[src/rtl/axis_rx_pkg.sv]
// Shared types and constants for the AXI4-Stream receive slice.
// Latency: n/a (declarations only).
// Backpressure: n/a.
//
// Contents:
//   DEF_*          default parameter values used by the top level
//   rx_state_t     receive FSM state (idle between packets / inside a packet)
//   STRB_ALL_ONES  all-ones strobe reference; slice to the active strobe width
package axis_rx_pkg;

    localparam int DEF_TDATA_WIDTH   = 32;
    localparam int DEF_FIFO_DEPTH    = 16;
    localparam int DEF_MAX_PKT_WORDS = 16;

    typedef enum logic [0:0] {
        RX_IDLE = 1'b0,
        RX_PKT  = 1'b1
    } rx_state_t;

    // Wide enough for data buses up to 1024 bits. Users take the low
    // TDATA_WIDTH/8 bits as the "every byte valid" reference.
    localparam logic [127:0] STRB_ALL_ONES = '1;

endpackage

[src/rtl/axis_rx_fifo.sv]
// Synchronous first-word-fall-through FIFO, WIDTH bits x DEPTH words.
// Latency: a word written at edge k is visible on rd_dat after edge k (no same-cycle bypass).
// Backpressure: writes are ignored while full; reads are ignored while empty.
//
// Ports:
//   core_clk, rst      clock and asynchronous active-high reset
//   wr_vld, wr_dat     push request and data; stored when !full
//   rd_rdy, rd_dat     pop request and head data; head advances when !empty
//   full, empty        occupancy == DEPTH / occupancy == 0
//   occupancy          number of stored words, 0..DEPTH
module axis_rx_fifo #(
    parameter int WIDTH = 33,
    parameter int DEPTH = 16
) (
    input  logic                       core_clk,
    input  logic                       rst,
    input  logic                       wr_vld,
    input  logic [WIDTH-1:0]           wr_dat,
    input  logic                       rd_rdy,
    output logic [WIDTH-1:0]           rd_dat,
    output logic                       full,
    output logic                       empty,
    output logic [$clog2(DEPTH+1)-1:0] occupancy
);

    localparam int AW = $clog2(DEPTH);
    localparam int CW = $clog2(DEPTH + 1);

    logic [WIDTH-1:0] mem [DEPTH];
    logic [AW-1:0]    wr_ptr;
    logic [AW-1:0]    rd_ptr;
    logic [CW-1:0]    occ;
    logic             push;
    logic             pop;

    // Full/empty come straight from the registered occupancy count, so the
    // write-side ready never depends on the incoming valid.
    assign full      = (occ == CW'(DEPTH));
    assign empty     = (occ == '0);
    assign occupancy = occ;

    assign push = wr_vld && !full;
    assign pop  = rd_rdy && !empty;

    // DEPTH is a power of two, so the pointers wrap by natural overflow.
    always_ff @(posedge core_clk or posedge rst) begin
        if (rst) begin
            wr_ptr <= '0;
            rd_ptr <= '0;
            occ    <= '0;
        end else begin
            if (push) begin
                wr_ptr <= wr_ptr + AW'(1);
            end
            if (pop) begin
                rd_ptr <= rd_ptr + AW'(1);
            end
            case ({push, pop})
                2'b10:   occ <= occ + CW'(1);
                2'b01:   occ <= occ - CW'(1);
                default: occ <= occ;
            endcase
        end
    end

    // Storage needs no reset: nothing is observable until occupancy says so.
    always_ff @(posedge core_clk) begin
        if (push) begin
            mem[wr_ptr] <= wr_dat;
        end
    end

    assign rd_dat = mem[rd_ptr];

endmodule

[src/rtl/axi_stream_slave_rx.sv]
// AXI4-Stream slave receiver: buffers beats + TLAST, tracks packets and protocol errors.
// Latency: beat accepted at edge k appears on rd_data/rd_valid after edge k.
// Backpressure: s00_axis_tready drops only when the buffer is full; reader pops at will.
//
// Ports:
//   s00_axis_aclk, s00_axis_areset   clock, asynchronous active-high reset
//   s00_axis_t{valid,data,strb,last} upstream beat; s00_axis_tready accepts it
//   rd_valid, rd_data, rd_last       FWFT head word; rd_ready pops it
//   pkt_count                        packets whose last word is buffered, not yet read
//   rx_busy                          a packet is partially received
//   err_strb, err_len, err_clr       sticky protocol-error flags and their clear
module axi_stream_slave_rx
    import axis_rx_pkg::*;
#(
    parameter int C_S_AXIS_TDATA_WIDTH = DEF_TDATA_WIDTH,
    parameter int FIFO_DEPTH           = DEF_FIFO_DEPTH,
    parameter int MAX_PKT_WORDS        = DEF_MAX_PKT_WORDS
) (
    input  logic                                 s00_axis_aclk,
    input  logic                                 s00_axis_areset,
    input  logic                                 s00_axis_tvalid,
    input  logic [C_S_AXIS_TDATA_WIDTH-1:0]      s00_axis_tdata,
    input  logic [C_S_AXIS_TDATA_WIDTH/8-1:0]    s00_axis_tstrb,
    input  logic                                 s00_axis_tlast,
    output logic                                 s00_axis_tready,
    output logic                                 rd_valid,
    output logic [C_S_AXIS_TDATA_WIDTH-1:0]      rd_data,
    output logic                                 rd_last,
    input  logic                                 rd_ready,
    output logic [$clog2(FIFO_DEPTH+1)-1:0]      pkt_count,
    output logic                                 rx_busy,
    output logic                                 err_strb,
    output logic                                 err_len,
    input  logic                                 err_clr
);

    localparam int DW     = C_S_AXIS_TDATA_WIDTH;
    localparam int STRB_W = C_S_AXIS_TDATA_WIDTH / 8;
    localparam int PCW    = $clog2(FIFO_DEPTH + 1);
    localparam int BCW    = $clog2(MAX_PKT_WORDS + 1);

    localparam logic [STRB_W-1:0] STRB_FULL = STRB_ALL_ONES[STRB_W-1:0];

    // ------------------------------------------------------------------
    // Buffer: {tlast, tdata} per entry
    // ------------------------------------------------------------------
    logic [DW:0]    fifo_rd_dat;
    logic           fifo_full;
    logic           fifo_empty;
    logic [PCW-1:0] fifo_occ;

    axis_rx_fifo #(
        .WIDTH (DW + 1),
        .DEPTH (FIFO_DEPTH)
    ) u_fifo (
        .core_clk  (s00_axis_aclk),
        .rst       (s00_axis_areset),
        .wr_vld    (s00_axis_tvalid),
        .wr_dat    ({s00_axis_tlast, s00_axis_tdata}),
        .rd_rdy    (rd_ready),
        .rd_dat    (fifo_rd_dat),
        .full      (fifo_full),
        .empty     (fifo_empty),
        .occupancy (fifo_occ)
    );

    logic accept;
    logic pop;

    assign s00_axis_tready = !fifo_full;
    assign rd_valid        = !fifo_empty;
    assign rd_data         = fifo_rd_dat[DW-1:0];
    // The stored TLAST of an empty buffer is stale (or unreset) memory;
    // qualify it so rd_last only ever reports a live head word.
    assign rd_last         = rd_valid && fifo_rd_dat[DW];

    assign accept = s00_axis_tvalid && s00_axis_tready;
    assign pop    = rd_valid && rd_ready;

    // ------------------------------------------------------------------
    // Complete-packet count
    // ------------------------------------------------------------------
    logic pkt_inc;
    logic pkt_dec;

    assign pkt_inc = accept && s00_axis_tlast;
    assign pkt_dec = pop && rd_last;

    always_ff @(posedge s00_axis_aclk or posedge s00_axis_areset) begin
        if (s00_axis_areset) begin
            pkt_count <= '0;
        end else begin
            case ({pkt_inc, pkt_dec})
                2'b10:   pkt_count <= pkt_count + PCW'(1);
                2'b01:   pkt_count <= pkt_count - PCW'(1);
                default: pkt_count <= pkt_count;
            endcase
        end
    end

    // ------------------------------------------------------------------
    // Receive FSM and beat counter
    // ------------------------------------------------------------------
    // beat_cnt holds the number of beats already accepted for the packet in
    // progress; it stays at zero in RX_IDLE. It saturates at MAX_PKT_WORDS,
    // so every beat past the legal length sees the same "over length" value.
    rx_state_t      state;
    logic [BCW-1:0] beat_cnt;

    always_ff @(posedge s00_axis_aclk or posedge s00_axis_areset) begin
        if (s00_axis_areset) begin
            state    <= RX_IDLE;
            beat_cnt <= '0;
        end else if (accept) begin
            case (state)
                RX_IDLE: begin
                    // A beat with tlast here is a complete single-beat packet.
                    if (!s00_axis_tlast) begin
                        state    <= RX_PKT;
                        beat_cnt <= BCW'(1);
                    end
                end
                RX_PKT: begin
                    if (s00_axis_tlast) begin
                        state    <= RX_IDLE;
                        beat_cnt <= '0;
                    end else if (beat_cnt != BCW'(MAX_PKT_WORDS)) begin
                        beat_cnt <= beat_cnt + BCW'(1);
                    end
                end
                default: begin
                    state    <= RX_IDLE;
                    beat_cnt <= '0;
                end
            endcase
        end
    end

    assign rx_busy = (state == RX_PKT);

    // ------------------------------------------------------------------
    // Sticky error flags
    // ------------------------------------------------------------------
    // The first beat of a packet is always legal (MAX_PKT_WORDS >= 1), so the
    // length check only applies inside RX_PKT: with MAX_PKT_WORDS beats
    // already counted, the incoming one is beyond the limit.
    logic len_violation;
    logic strb_violation;

    assign len_violation  = accept && (state == RX_PKT) &&
                            (beat_cnt == BCW'(MAX_PKT_WORDS));
    assign strb_violation = accept && (s00_axis_tstrb != STRB_FULL);

    // A new violation in the same cycle as err_clr must not be lost, so the
    // set term takes priority over the clear.
    always_ff @(posedge s00_axis_aclk or posedge s00_axis_areset) begin
        if (s00_axis_areset) begin
            err_len  <= 1'b0;
            err_strb <= 1'b0;
        end else begin
            if (len_violation) begin
                err_len <= 1'b1;
            end else if (err_clr) begin
                err_len <= 1'b0;
            end
            if (strb_violation) begin
                err_strb <= 1'b1;
            end else if (err_clr) begin
                err_strb <= 1'b0;
            end
        end
    end

    // Every counted packet owns at least one buffered word.
    a_pkt_le_occ : assert property (
        @(posedge s00_axis_aclk) disable iff (s00_axis_areset)
        pkt_count <= fifo_occ
    );

endmodule

[config.mk]
export PLATFORM = sky130hd
export DESIGN_NAME = axi_stream_slave_rx
export DESIGN_NICKNAME = d
export VERILOG_FILES = /design/src/rtl/axis_rx_pkg.sv /design/src/rtl/axis_rx_fifo.sv /design/src/rtl/axi_stream_slave_rx.sv
export SDC_FILE = /design/constraint.sdc
export NUM_CORES = 1
export LEC_CHECK = 0
export CORE_MARGIN = 8
export CORE_UTILIZATION = 60
export DETAILED_ROUTE_END_ITERATION = 8
export PLACE_DENSITY = 0.77
export RECOVER_POWER = 50
export SLEW_MARGIN = 20
export SYNTH_ARGS = -nofsm -noshare
export SYNTH_HDL_FRONTEND = slang
export SYNTH_SLANG_ARGS = --single-unit
[constraint.sdc]
create_clock -name s00_axis_aclk -period 5.54 [get_ports s00_axis_aclk]
set_input_delay 0.831 -clock s00_axis_aclk [delete_from_list [all_inputs] [get_ports s00_axis_aclk]]
set_output_delay 0.831 -clock s00_axis_aclk [all_outputs]
set_load 0.02 [all_outputs]
==> summary.txt <==
Pwr
  – Sw Share: 30.7%
  – Largest vdd supply drop: 0.439 mV
  – Combinational Power Share: 32.0%
  – Leakage: 7.91 nW
  – Cell-internal power: 8.94 mW
  – Clock power share: 25.8%
  – Pwr dens: 526 nW/um2
  – Sw Pwr: 3.96 mW
  – Seq pwr share: 42.2%

Clock tree
  – Worst-Skew Late Latency: 580 ps
  – Number of hold buffers added after CTS: 0
  – Clock Tree Root: clkbuf_16
  – Num CTS Buffers: 52
  – Max Buffers Root-to-Sink: 3
  – Total setup buffers inserted after CTS: 0
  – CTS resizes: 0
  – H-tree depth: 2
  – Clock sink count: 554
  – CTS tree: done
  – CTS clk-pin slew, worst paths: 60 ps

Critical path
  – Setup crit end: rd_data[30]
  – R2R cell count: 11
  – Crit path launch type: register
  – CP max FO: 74
  – Worst reg-to-reg setup slack: 1440 ps
  – R2r endpoint: pkt_count[4]
  – FF-to-FF Start: u_fifo.rd_ptr[1]
  – Setup Crit Path Kind: reg -> out
  – Endpoint class of the critical path: output port
  – Critical Path RT: 4710 ps
  – Worst setup path startpoint: u_fifo.rd_ptr[1]
  – Arr. time, crit path: 3750 ps

GRT
  – GR Layer Usage met2: 35.5%
  – M1 GR Usage: 28.6%
  – First-pass GRT wire length: 66.4 mm
  – Largest net degree at the start of global routing: 75
  – Initial antenna violation count: 2
  – Grt met3 use: 4.02%
  – Total gr overflow: 0
  – GR Util All Layers: 21.3%
  – Vias in the first global route: 10700
  – GR peak layer: met2

Logic synthesis
  – Post-synthesis sequential area ratio: 77.2%
  – Synth Warn #: 0
  – Top FF cell, synth: edfxtp_1
  – Post-synthesis async set-or-reset flop share: 4.69%
  – Yosys top cell by area: edfxtp_1
  – Synthesized area per cell: 22.2 um2
  – Unique masters post-synth: 49
  – Synthesized Nets: 1023
  – Cell count after synthesis: 964
  – Synth top cells by count: edfxtp_1, mux4_2, a221o_1, a22o_1, dfrtp_1
  – Dominant cells by area after synthesis: edfxtp_1, mux4_2, dfrtp_1
  – Cell area after synthesis: 21400 um2
  – Post-synth EDFFs: 528
  – Top-area cell type share of the netlist area: 74.1%
  – Seq cells post-synth: 554
  – Most frequent cell after synthesis: edfxtp_1

Finish
  – Share of cells above drive strength 1: 21.7%
  – Final core utilization: 69.5%
  – Fin area: 24500 um2
  – Layout area overhead: 14.6%
  – Ant. Diodes: 0
  – Nets@finish: 1141
  – Fillers: 2064

Route
  – Total number of vias: 10300
  – Drt first-iter violations: 997
  – Routed Antenna Nets: 0
  – WL final: 44.2 mm
  – Post-route DRC: 0
  – Drt pass-1 iters: 5
  – Routed wire per std cell: 27.9 um
  – Via-to-Cell Ratio: 6.49

Floorplan
  – # IOs: 85
  – Die footprint: 42000 um2
  – Core ar.: 35300 um2
  – Cell Rows: 69
  – Width of the die: 205 um
  – Die H: 205 um
  – Initial Util: 60.6%

Timing
  – Final Setup Violations: 0
  – Max Slew Vio Count: 0
  – Tcrit/Tclk final: 82.6%
  – Fin. Hold Viols: 0
  – RSZ-0062 raised after global routing: false
  – FMAX: 218 MHz
  – Worst Max-Slew Pin Slew: 1100 ps
  – Clock Skew: 25.2 ps
  – Period minus WS final: 4580 ps
  – Setup TNS: 0 ps
  – Slew margin rel.: 26.1%

Min path
  – WHS Path Cells: 2
  – Hold Path Class: reg -> reg

Place
  – HPWL after detailed placement: 24.3 mm
  – PortBufs: 84
  – Placed instance area: 22900 um2
  – Routability congestion estimate: 0.747

Job
  – Max Cap Viol: 0

Status
  – Outcome: completed
-- per-layer routing --
metal	vias to the layer above	wire length, um
met5	-	27
met3	80	3050
met2	429	22300
met4	4	1140
met1	5449	17700
li1	4320	-
-- state kept, by name, summed over array words and instances (netlist names), 4 cells and up --
name              count
beat_cnt              5
pkt_count             5
u_fifo.mem          528
u_fifo.occupancy      5
u_fifo.rd_ptr         4
u_fifo.wr_ptr         4
-- cell families (layout without fill, tap and decap cells) --
logic type / count (synthesis) / count (layout) / share of synthesized area, %
flip-flops: 554 / 554 / 77.2
multiplexers: 137 / 137 / 14.0
AO/OA/AOI/OAI: 103 / 103 / 4.02
AND/OR/NAND/NOR: 71 / 71 / 1.60
buffers and inverters: 70 / 230 / 1.64
adder cells (fa/ha/maj): 17 / 17 / 1.06
XOR/XNOR: 12 / 12 / 0.491
-- cell usage in the layout (no fill, tap or decap), types with 20 or more instances in the layout --
cell type / count
a221o_1: 32
a22o_1: 32
buf_4: 24
clkbuf_16: 53
clkdlybuf4s50_1: 49
dfrtp_1: 24
dlygate4sd3_1: 35
edfxtp_1: 528
mux4_2: 130
nand2_1: 20
-- power by group through the flow --
stage          logic, mW  registers, mW  clock network [mW]
3_3_place_gp        4.11           5.50                   0
5_1_grt             4.39           5.49                3.52
4_1_cts             4.20           5.46                3.36
2_1_floorplan       2.91           5.30                   0
3_5_place_dp        4.16           5.53                   0
6_report            4.13           5.44                3.32
-- worst min path at each step --
stage | endpoint | start
global route | u_fifo.occupancy[0] | u_fifo.occupancy[0]
global placement | err_strb | err_strb
floorplan | beat_cnt[4] | beat_cnt[4]
detailed placement | err_strb | err_strb
finish | err_strb | err_strb
CTS | err_strb | err_strb
-- area by class of cell --
cell class | instances | area, um2 | area share, %
Tap cell | 461 | 577 | 2.35
Sequential cell | 554 | 16500 | 67.3
Clock inverter | 25 | 188 | 0.765
Clock buffer | 71 | 1390 | 5.68
Multi-Input combinational cell | 340 | 4650 | 19.0
Inverter | 20 | 75.1 | 0.306
Timing Repair Buffer | 114 | 1120 | 4.59
-- through the flow --
step                total power [mW]  std cells  worst slack (ps)  hold WS (ps)
finish                          12.9       1585               963           510
global route                    13.4       1585               834           546
CTS                             13.0       1584               979           518
detailed placement              9.69       1488              1500           509
global placement                9.61       1488              1600           499
floorplan                       8.20        964              1200           492
-- worst max-delay path, stage by stage, from the launching register on --
cell and delay [ps]:
dfrtp_4 1050, buf_12 420, mux4_2 380, a22o_1 260, a221o_1 340, clkdlybuf4s50_1 570
Power figures use the tool's default switching activity.
